===== config.mk =====
export PLATFORM = sky130hd
export DESIGN_NAME = note_lane_engine_flat
export DESIGN_NICKNAME = d
export VERILOG_FILES = /design/src/rtl/note_lane_engine_pkg.sv /design/src/rtl/note_lane_engine_if.sv /design/src/rtl/note_lane.sv /design/src/rtl/note_lane_engine.sv /design/src/flat_wrapper.sv
export SDC_FILE = /design/constraint.sdc
export NUM_CORES = 1
export LEC_CHECK = 0
export ABC_AREA = 1
export CORE_MARGIN = 5
export CORE_UTILIZATION = 59
export DETAILED_ROUTE_END_ITERATION = 10
export PLACE_DENSITY = 0.83
export SETUP_SLACK_MARGIN = 0.3
export SLEW_MARGIN = 20
export SYNTH_ARGS = -nofsm -noshare
export SYNTH_HDL_FRONTEND = slang
export SYNTH_HIERARCHICAL = 1
export SYNTH_SLANG_ARGS = --single-unit

===== constraint.sdc =====
create_clock -name clk -period 4.7 [get_ports clk]
set_input_delay 0.94 -clock clk [delete_from_list [all_inputs] [get_ports clk]]
set_output_delay 0.94 -clock clk [all_outputs]
set_load 0.01 [all_outputs]

===== src/rtl/note_lane_engine_pkg.sv =====
// Shared defaults and helpers for the falling-note engine.
package note_pkg;

  localparam int unsigned H_W      = 10;
  localparam int unsigned H_TOP    = 120;
  localparam int unsigned H_BOTTOM = 720;
  localparam int unsigned HIT_LO   = 600;

  // Level 0..3 maps to a fall step of 1..4 pixels per tick.
  function automatic logic [2:0] lvl_step(input logic [1:0] level);
    return 3'(level) + 3'd1;
  endfunction

endpackage


===== src/rtl/note_lane_engine_if.sv =====
// Control/status bundle between the game logic and note_lane_engine.
interface note_lane_engine_if #(
  parameter int unsigned LANES = 4,
  parameter int unsigned SLOTS = 4,
  parameter int unsigned H_W   = note_pkg::H_W
);

  logic                         stop_or_endgame;
  logic                         tick;
  logic [1:0]                   level;
  logic [6:0]                   beat_cnt;
  logic [LANES-1:0]             spawn_mask;
  logic [LANES-1:0]             hit_req;
  logic [LANES*SLOTS*H_W-1:0]   block_h;
  logic [LANES*SLOTS-1:0]       block_vld;
  logic [LANES-1:0]             hit_ok;
  logic [LANES-1:0]             hit_bad;
  logic [LANES-1:0]             miss;
  logic                         overflow;

  modport master (
    output stop_or_endgame, tick, level, beat_cnt, spawn_mask, hit_req,
    input  block_h, block_vld, hit_ok, hit_bad, miss, overflow
  );

  modport slave (
    input  stop_or_endgame, tick, level, beat_cnt, spawn_mask, hit_req,
    output block_h, block_vld, hit_ok, hit_bad, miss, overflow
  );

endinterface


===== src/rtl/note_lane.sv =====
// One lane's slot pool: spawn into the lowest free slot, fall, retire on hit or at the bottom.
module note_lane
  import note_pkg::*;
#(
  parameter int unsigned SLOTS    = 4,
  parameter int unsigned H_W      = note_pkg::H_W,
  parameter int unsigned H_TOP    = note_pkg::H_TOP,
  parameter int unsigned H_BOTTOM = note_pkg::H_BOTTOM,
  parameter int unsigned HIT_LO   = note_pkg::HIT_LO
) (
  input  logic                 clk,
  input  logic                 clr,
  input  logic                 spawn_en,
  input  logic                 move_en,
  input  logic [2:0]           step,
  input  logic                 hit_en,
  output logic [SLOTS*H_W-1:0] h,
  output logic [SLOTS-1:0]     vld,
  output logic                 hit_ok,
  output logic                 hit_bad,
  output logic                 miss,
  output logic                 drop
);

  localparam logic [H_W-1:0] TopH   = H_W'(H_TOP);
  localparam logic [H_W-1:0] BotH   = H_W'(H_BOTTOM);
  localparam logic [H_W:0]   BotSum = (H_W+1)'(H_BOTTOM);
  localparam logic [H_W-1:0] HitLoH = H_W'(HIT_LO);

  logic [H_W-1:0] h_q [SLOTS];
  logic [H_W-1:0] h_d [SLOTS];
  logic [SLOTS-1:0] vld_q, vld_d;
  logic hit_ok_q, hit_ok_d;
  logic hit_bad_q, hit_bad_d;
  logic miss_q, miss_d;

  logic             tgt_found;
  logic [H_W-1:0]   tgt_h;
  logic [SLOTS-1:0] tgt_oh;
  logic             free_found;
  logic [SLOTS-1:0] spawn_oh;
  logic [H_W:0]     sum;

  // Hit target: highest block in the window; strict '>' keeps the lowest index on ties.
  always_comb begin
    tgt_found = 1'b0;
    tgt_h     = '0;
    tgt_oh    = '0;
    for (int s = 0; s < SLOTS; s++) begin
      if (vld_q[s] && h_q[s] >= HitLoH && (!tgt_found || h_q[s] > tgt_h)) begin
        tgt_found = 1'b1;
        tgt_h     = h_q[s];
        tgt_oh    = '0;
        tgt_oh[s] = 1'b1;
      end
    end
  end

  // Only slots empty at the start of the cycle are spawnable.
  always_comb begin
    free_found = 1'b0;
    spawn_oh   = '0;
    for (int s = 0; s < SLOTS; s++) begin
      if (!vld_q[s] && !free_found) begin
        free_found  = 1'b1;
        spawn_oh[s] = 1'b1;
      end
    end
  end

  always_comb begin
    vld_d  = vld_q;
    miss_d = 1'b0;
    sum    = '0;
    for (int s = 0; s < SLOTS; s++) begin
      h_d[s] = h_q[s];
      if (vld_q[s]) begin
        if (hit_en && tgt_oh[s]) begin
          vld_d[s] = 1'b0;
        end else if (move_en) begin
          sum = {1'b0, h_q[s]} + (H_W+1)'(step);
          if (sum >= BotSum) begin
            vld_d[s] = 1'b0;
            h_d[s]   = BotH;
            miss_d   = 1'b1;
          end else begin
            h_d[s] = sum[H_W-1:0];
          end
        end
      end else if (spawn_en && spawn_oh[s]) begin
        vld_d[s] = 1'b1;
        h_d[s]   = TopH;
      end
    end
    hit_ok_d  = hit_en && tgt_found;
    hit_bad_d = hit_en && !tgt_found;
    drop      = spawn_en && !free_found;
  end

  always_ff @(posedge clk) begin
    if (clr) begin
      vld_q     <= '0;
      hit_ok_q  <= 1'b0;
      hit_bad_q <= 1'b0;
      miss_q    <= 1'b0;
      for (int s = 0; s < SLOTS; s++) begin
        h_q[s] <= TopH;
      end
    end else begin
      vld_q     <= vld_d;
      hit_ok_q  <= hit_ok_d;
      hit_bad_q <= hit_bad_d;
      miss_q    <= miss_d;
      for (int s = 0; s < SLOTS; s++) begin
        h_q[s] <= h_d[s];
      end
    end
  end

  always_comb begin
    h = '0;
    for (int s = 0; s < SLOTS; s++) begin
      h[s*H_W +: H_W] = h_q[s];
    end
  end

  assign vld     = vld_q;
  assign hit_ok  = hit_ok_q;
  assign hit_bad = hit_bad_q;
  assign miss    = miss_q;

endmodule


===== src/rtl/note_lane_engine.sv =====
// Multi-lane falling-note engine: beat-edge spawn, level-based fall, hit/miss pulses.
// Optional NOTE_HIT_EN enables player hits; without it blocks retire only at the bottom.
module note_lane_engine
  import note_pkg::*;
#(
  parameter int unsigned LANES    = 4,
  parameter int unsigned SLOTS    = 4,
  parameter int unsigned H_W      = note_pkg::H_W,
  parameter int unsigned H_TOP    = note_pkg::H_TOP,
  parameter int unsigned H_BOTTOM = note_pkg::H_BOTTOM,
  parameter int unsigned HIT_LO   = note_pkg::HIT_LO
) (
  input logic               clk,
  input logic               rst,
  input logic               restart,
  note_lane_engine_if.slave bus
);

  logic             clr;
  logic [6:0]       prev_beat_q;
  logic             beat_edge;
  logic             move_en;
  logic [2:0]       step;
  logic [LANES-1:0] spawn_en;
  logic [LANES-1:0] hit_en;
  logic [LANES-1:0] drop;
  logic [LANES-1:0] lane_ok;
  logic [LANES-1:0] lane_bad;
  logic [LANES-1:0] lane_miss;
  logic             overflow_q;

  logic [SLOTS*H_W-1:0] lane_h   [LANES];
  logic [SLOTS-1:0]     lane_vld [LANES];

  assign clr = rst || restart;

  // A decreasing beat count (song loop) is deliberately not an edge.
  assign beat_edge = bus.beat_cnt > prev_beat_q;
  assign move_en   = bus.tick && !bus.stop_or_endgame;
  assign step      = lvl_step(bus.level);
  assign spawn_en  = bus.spawn_mask & {LANES{beat_edge && !bus.stop_or_endgame}};

`ifdef NOTE_HIT_EN
  assign hit_en      = bus.hit_req & {LANES{!bus.stop_or_endgame}};
  assign bus.hit_ok  = lane_ok;
  assign bus.hit_bad = lane_bad;
`else
  logic unused_hit;
  assign hit_en      = '0;
  assign bus.hit_ok  = '0;
  assign bus.hit_bad = '0;
  assign unused_hit  = ^{bus.hit_req, lane_ok, lane_bad};
`endif

  always_ff @(posedge clk) begin
    if (clr) begin
      prev_beat_q <= '0;
      overflow_q  <= 1'b0;
    end else begin
      prev_beat_q <= bus.beat_cnt;
      overflow_q  <= overflow_q || (|drop);
    end
  end

  for (genvar l = 0; l < LANES; l++) begin : g_lane
    note_lane #(
      .SLOTS    (SLOTS),
      .H_W      (H_W),
      .H_TOP    (H_TOP),
      .H_BOTTOM (H_BOTTOM),
      .HIT_LO   (HIT_LO)
    ) u_lane (
      .clk      (clk),
      .clr      (clr),
      .spawn_en (spawn_en[l]),
      .move_en  (move_en),
      .step     (step),
      .hit_en   (hit_en[l]),
      .h        (lane_h[l]),
      .vld      (lane_vld[l]),
      .hit_ok   (lane_ok[l]),
      .hit_bad  (lane_bad[l]),
      .miss     (lane_miss[l]),
      .drop     (drop[l])
    );
  end

  always_comb begin
    bus.block_h   = '0;
    bus.block_vld = '0;
    for (int l = 0; l < LANES; l++) begin
      bus.block_h[l*SLOTS*H_W +: SLOTS*H_W] = lane_h[l];
      bus.block_vld[l*SLOTS +: SLOTS]       = lane_vld[l];
    end
  end

  assign bus.miss     = lane_miss;
  assign bus.overflow = overflow_q;

endmodule

===== src/flat_wrapper.sv =====
// flat-port wrapper written by rule: the top's interface ports become plain ports
module note_lane_engine_flat import note_pkg::*;
#(
  parameter int unsigned LANES    = 4,
  parameter int unsigned SLOTS    = 4,
  parameter int unsigned H_W      = note_pkg::H_W,
  parameter int unsigned H_TOP    = note_pkg::H_TOP,
  parameter int unsigned H_BOTTOM = note_pkg::H_BOTTOM,
  parameter int unsigned HIT_LO   = note_pkg::HIT_LO
)
  (clk, rst, restart, bus_stop_or_endgame, bus_tick, bus_level, bus_beat_cnt, bus_spawn_mask, bus_hit_req, bus_block_h, bus_block_vld, bus_hit_ok, bus_hit_bad, bus_miss, bus_overflow);
  note_lane_engine_if #(.LANES(LANES), .SLOTS(SLOTS), .H_W(H_W)) bus_i ();
  input logic clk;
  input logic rst;
  input logic restart;
  input wire logic [$bits(bus_i.stop_or_endgame)-1:0] bus_stop_or_endgame;
  input wire logic [$bits(bus_i.tick)-1:0] bus_tick;
  input wire logic [$bits(bus_i.level)-1:0] bus_level;
  input wire logic [$bits(bus_i.beat_cnt)-1:0] bus_beat_cnt;
  input wire logic [$bits(bus_i.spawn_mask)-1:0] bus_spawn_mask;
  input wire logic [$bits(bus_i.hit_req)-1:0] bus_hit_req;
  output wire logic [$bits(bus_i.block_h)-1:0] bus_block_h;
  output wire logic [$bits(bus_i.block_vld)-1:0] bus_block_vld;
  output wire logic [$bits(bus_i.hit_ok)-1:0] bus_hit_ok;
  output wire logic [$bits(bus_i.hit_bad)-1:0] bus_hit_bad;
  output wire logic [$bits(bus_i.miss)-1:0] bus_miss;
  output wire logic [$bits(bus_i.overflow)-1:0] bus_overflow;
  assign bus_i.stop_or_endgame = bus_stop_or_endgame;
  assign bus_i.tick = bus_tick;
  assign bus_i.level = bus_level;
  assign bus_i.beat_cnt = bus_beat_cnt;
  assign bus_i.spawn_mask = bus_spawn_mask;
  assign bus_i.hit_req = bus_hit_req;
  assign bus_block_h = bus_i.block_h;
  assign bus_block_vld = bus_i.block_vld;
  assign bus_hit_ok = bus_i.hit_ok;
  assign bus_hit_bad = bus_i.hit_bad;
  assign bus_miss = bus_i.miss;
  assign bus_overflow = bus_i.overflow;
  note_lane_engine #(.LANES(LANES), .SLOTS(SLOTS), .H_W(H_W), .H_TOP(H_TOP), .H_BOTTOM(H_BOTTOM), .HIT_LO(HIT_LO)) u_core (.clk(clk), .rst(rst), .restart(restart), .bus(bus_i));
endmodule

==> impl_metrics.yaml, run 1 <==
layout:
  final_nets: 3358
  regArea_sq_um: 3760
  num-fill-cells: 2781
  multi_input_area_sq_um: 12800
  utilization_pct: 68.2
  n_antenna_cell: 0
  drive_gt1_share_pct: 8.77
  fin_cells: 3559
  area_growth_pct: 15.3
route:
  ant_nets: 0
  wl_per_cell_um: 15.5
  firstDrtPassIters: 8
  num_vias: 20000
  drc: 0
  wl_um: 55200
  viasPerCell: 5.63
  drt_iter0_drc: 1466
setup_path:
  crit_arrival_ns: 4.31
  rrSetupSlack_ns: 1.92
  start_kind: "primary input"
  slowest_delay_ns: 0.47
  crit_path_top_delay_cell: "fa_1"
  cp_cell_sequence: "clkdlybuf4s50_1, ha_1, buf_12, inv_1, fa_1, inv_1, nand2_1, nand2_1, nand2_1, nor2_1, nand2_1, nor2_1, nand2_1, nand3_1, nand2_1, nor2_1, nand2_1, nand2_1, inv_1, a21oi_1"
  cpMostUsedCell: "nand2_1"
  critPathTopFamily: "simple AND/OR/NAND/NOR gates"
  crit_fanout: 20
  worstSetupPathType: "in -> reg"
  path_buf_inv: 5
  critPathCaptureType: "register"
  cp.required_ns: 5.06
sta:
  max_freq_mhz: 253
  fin_ws_ns: 0.751
  period_needed_ns: 3.95
  rsz0062_at_grt: "no"
  holdWs_ns: 0.482
  finalHoldViolations: 0
  worst_slew_pin_slew_ns: 0.889
  setup_viol: 0
  fin_crit_sh_pct: 84.0
  fin_setup_tns_ns: 0
  clock_skew_ns: 0.00785
  finalMaxSlewViolations: 0
  max_slew_margin_pct: 40.7
hold_path:
  hold_path_class: "reg -> reg"
floorplanning:
  ios: 211
  coreArea_sq_um: 31300
  die_h_um: 187
  rows: 65
  start_util_pct: 59.2
  die_w_um: 187
  fp.dieArea_sq_um: 35100
clock_network:
  cts_hold_buffers: 0
  cts_made_buffers: 17
  cts-root-buf: "clkbuf_16"
  post_cts_buffers: 0
  clock_path_buffers: 2
  clkLatencyLatePin_ns: 0.45
  clk_pin_slew_ns: 0.07
  cts_htree_levels: 4
  cts_resized: 0
  cts_tree: "done"
  clock-sinks: 188
global_routing:
  grt_pass1_wl_um: 89000
  use_met2_pct: 51.0
  grt_start_max_net_pins: 50
  busiest_layer: "met2"
  use_met3_pct: 4.39
  grt_use_met1_pct: 38.0
  grt_overflow: 0
  grt.total_usage_pct: 30.0
  antenna_found_initial: 2
  grt_pass1_vias: 18400
place:
  dp.cells: 3527
  place.gp.congestion: 0.945
  portBuffers: 198
  pre_cts_slack_ns: 0.344
  dp_hpwl_um: 41300
power:
  max-vdd-ir-drop_mv: 0.242
  leakage_nw: 10.3
  p_per_area_nw_per_um2: 163
synthesis:
  yosys_warnings: 6
  synthCells: 2968
  syn_avg_cell_area_sq_um: 6.25
  synth_area_sq_um: 18500
job:
  drv_cap: 0
outcome:
  status: "completed"
-- cells in the final DEF (no fill, tap or decap), drive strengths merged, types with 16 or more instances in the layout --
master	n
inv	431
clkbuf	23
ha	176
fa	16
dfxtp	188
o21bai	19
clkdlybuf4s50	198
nand3	313
a21oi	155
conb	20
o211ai	18
nand2	994
nand4	44
nand3b	16
nor3	25
nor2	272
o21ai	161
-- power breakdown --
group	leakage (nW)	internal, W	switching (W)	total, W
clock network	0.304	0.000897	0.000684	0.00158
registers	1.52	0.00160	0.0000196	0.00162
logic	8.51	0.0000903	0.000195	0.000285
-- area by class of cell --
type | count | share of cell area [%]
clock buffers | 23 | 2.28
clock inverters | 9 | 0.627
inverters | 434 | 7.80
multi-input cells | 2298 | 59.7
flip-flops and latches | 188 | 17.6
well taps | 402 | 2.35
repair buffers | 205 | 9.64
-- path summary, 6_finish.rpt --
path                                                   startpoint                      endpoint  depth (start not counted)
worst max-delay path                                 bus_level[0]  u_core/g_lane[0].u_lane/miss                         20
worst min-delay path                          u_core/bus.overflow           u_core/bus.overflow                          2
worst max register to register  u_core/g_lane[0].u_lane/h_q[3][0]  u_core/g_lane[0].u_lane/miss                         18
worst min register to register                u_core/bus.overflow           u_core/bus.overflow                          2
-- registers in the layout, indices dropped and copies added (netlist names) --
signal                     count
u_core/g_lane.u_lane/miss      4
u_core/bus.overflow            1
u_core/g_lane.u_lane/vld      16
u_core/g_lane.u_lane/h_q     160
u_core/prev_beat_q             7
-- tightest hold or removal path, stage by stage, from the launching register on --
cell and delay (ns):
dfxtp_1 0.32, o21ai_0 0.08, inv_1 0.05
-- layer usage --
metal,vias up,routed length (um)
li1,9902,-
met5,-,27
met4,4,2000
met1,9104,23200
met3,143,4080
met2,882,25900
-- stage by stage --
stage	cell area, sq um	total power [W]
floorplan	18600	0.00184
global placement	20700	0.00193
detailed placement	20700	0.00194
CTS	21400	0.00351
global route	21400	0.00361
finish	21400	0.00349
No activity file was read; power rests on OpenSTA's default activity.
==> run 2, diff against run 1 <==
CORE_UTILIZATION = 53   (was 59)
PLACE_DENSITY = 0.79   (was 0.83)
clock period = 3.28 ns   (was 4.7 ns; I/O delays follow)
==> impl_metrics.yaml, run 2 (same netlist as run 1, synthesis figures left out) <==
sta:
  setup_viol: 0
  period_needed_ns: 2.94
  max_slew_margin_pct: 63.4
  fin_ws_ns: 0.344
  rsz0062_at_grt: "yes"
  clock_skew_ns: 0.0154
  worst_slew_pin_slew_ns: 0.543
  fin_crit_sh_pct: 89.5
  fin_setup_tns_ns: 0
  finalMaxSlewViolations: 0
  finalHoldViolations: 0
  max_freq_mhz: 341
setup_path:
  crit_path_start: "bus_level[0]"
  timing.rr.start: "u_core/g_lane[2].u_lane/h_q[3][0]"
  start_kind: "primary input"
  rrSetupSlack_ns: 0.60
  cp.required_ns: 3.67
  slowest_delay_ns: 0.40
  timing.rr.end: "u_core/g_lane[2].u_lane/miss"
  reg2regPathDepth: 19
  crit_arrival_ns: 3.33
  cp_cell_sequence: "clkbuf_2, ha_4, clkinvlp_4, buf_6, fa_2, inv_2, nand2_2, nand2_2, nand2_4, o21bai_1, o21ai_1, nor2_1, nand2_1, nand2_1, nand2_2, buf_6, nor2_2, nand2_1, nand2_1, inv_1, a21oi_2"
  worstSetupPathType: "in -> reg"
  cpMostUsedCell: "nand2_1"
  crit_end: "u_core/g_lane[2].u_lane/miss"
  crit_fanout: 7
  critPathCaptureType: "register"
  crit_path_top_delay_cell: "ha_4"
route:
  drc: 0
  viasPerCell: 5.45
  firstDrtPassIters: 6
  wl_um: 59400
  wl_per_cell_um: 15.5
  num_vias: 20900
  drt_iter0_drc: 1358
  ant_nets: 0
global_routing:
  grt_use_met1_pct: 37.1
  use_met2_pct: 50.1
  grt_start_max_net_pins: 33
  use_met3_pct: 4.40
  grt_pass1_wl_um: 94600
  busiest_layer: "met2"
  grt_overflow: 0
  grt.total_usage_pct: 29.2
  antenna_found_initial: 0
  grt_pass1_vias: 19500
floorplanning:
  ios: 211
  fp.dieArea_sq_um: 38800
  rows: 68
  start_util_pct: 53.7
  coreArea_sq_um: 34500
  die_h_um: 197
  die_w_um: 197
layout:
  design_area_sq_um: 23600
  num-fill-cells: 3035
  area_growth_pct: 27.4
  n_antenna_cell: 0
  regMostFlops: "u_core/g_lane.u_lane/h_q"
  utilization_pct: 68.4
  final_nets: 3574
  layout_common_cells: "nand2_1, inv_1, nand3_1, nor2_1, buf_4"
  drive_gt1_share_pct: 18.4
  mostFrequentLayoutCell: "nand2_1"
  largest_register_ffs: 160
power:
  power_w: 0.00514
  max-vdd-ir-drop_mv: 0.352
  leakage_nw: 11.6
  p_per_area_nw_per_um2: 218
outcome:
  status: "completed"
clock_network:
  clock-sinks: 188
  cts-root-buf: "clkbuf_16"
  clk_pin_slew_ns: 0.08
  clkLatencyLatePin_ns: 0.46
  cts_made_buffers: 17
  clock_path_buffers: 2
  cts_tree: "done"
  cts_htree_levels: 4
place:
  pre_cts_slack_ns: -0.449
  place.gp.congestion: 0.925
  portBuffers: 198
  placed_cell_area_sq_um: 22400
  dp_hpwl_um: 45100
job:
  drv_cap: 0
hold_path:
  hold_path_class: "reg -> reg"
  min_delay_path_depth: 2
[run 2: cell type report]
cell class	count	area, sq um	area share (%)
multi-input cells	2298	13200	55.9
flip-flops and latches	188	3760	15.9
repair buffers	421	3760	15.9
inverters	434	1680	7.13
well taps	455	569	2.41
clock buffers	19	453	1.92
clock inverters	13	188	0.795
[run 2: metal layers]
metal | wire [um] | vias to the layer above
met4 | 2050 | 0
met1 | 25100 | 9602
met5 | 0 | -
met2 | 28200 | 781
li1 | - | 10300
met3 | 4100 | 131
[run 2: timing repair]
action	4_1_cts	5_1_grt
setup endpoints to repair	159	163
gates resized for setup	52	114
pin swaps	20	58
setup buffers	8	8
hold buffers	0	0
[run 2: where the power goes]
group | leakage [nW] | internal, W | switching (W)
clock | 0.306 | 0.00132 | 0.000998
sequential | 1.52 | 0.00229 | 0.0000285
combinational | 9.76 | 0.000189 | 0.000311
total | 11.6 | 0.00381 | 0.00134
[run 2: stage by stage]
step	instances	hold slack (ns)
finish	3828	0.510
CTS	3820	0.506
global placement	3780	0.461
floorplan	2987	0.511
global route	3828	0.537
detailed placement	3780	0.495
[run 2: worst min-delay path by stage]
stage / start / endpoint
after floorplan: u_core/g_lane[0].u_lane/h_q[3][0] / u_core/g_lane[0].u_lane/h_q[3][0]
after global placement: u_core/bus.overflow / u_core/bus.overflow
after detailed placement: u_core/g_lane[1].u_lane/h_q[3][0] / u_core/g_lane[1].u_lane/h_q[3][0]
after CTS: u_core/g_lane[1].u_lane/h_q[3][0] / u_core/g_lane[1].u_lane/h_q[3][0]
after global routing: u_core/g_lane[1].u_lane/h_q[3][0] / u_core/g_lane[1].u_lane/h_q[3][0]
final: u_core/g_lane[1].u_lane/h_q[3][0] / u_core/g_lane[1].u_lane/h_q[3][0]
[run 2: critical path: cells and delay by family]
family	cells	cell delay [ns]
buffers and inverters	6	0.75
AOI/OAI and AO/OA	3	0.42
and+or+nand+nor	10	0.72
adders and majority gates	2	0.74
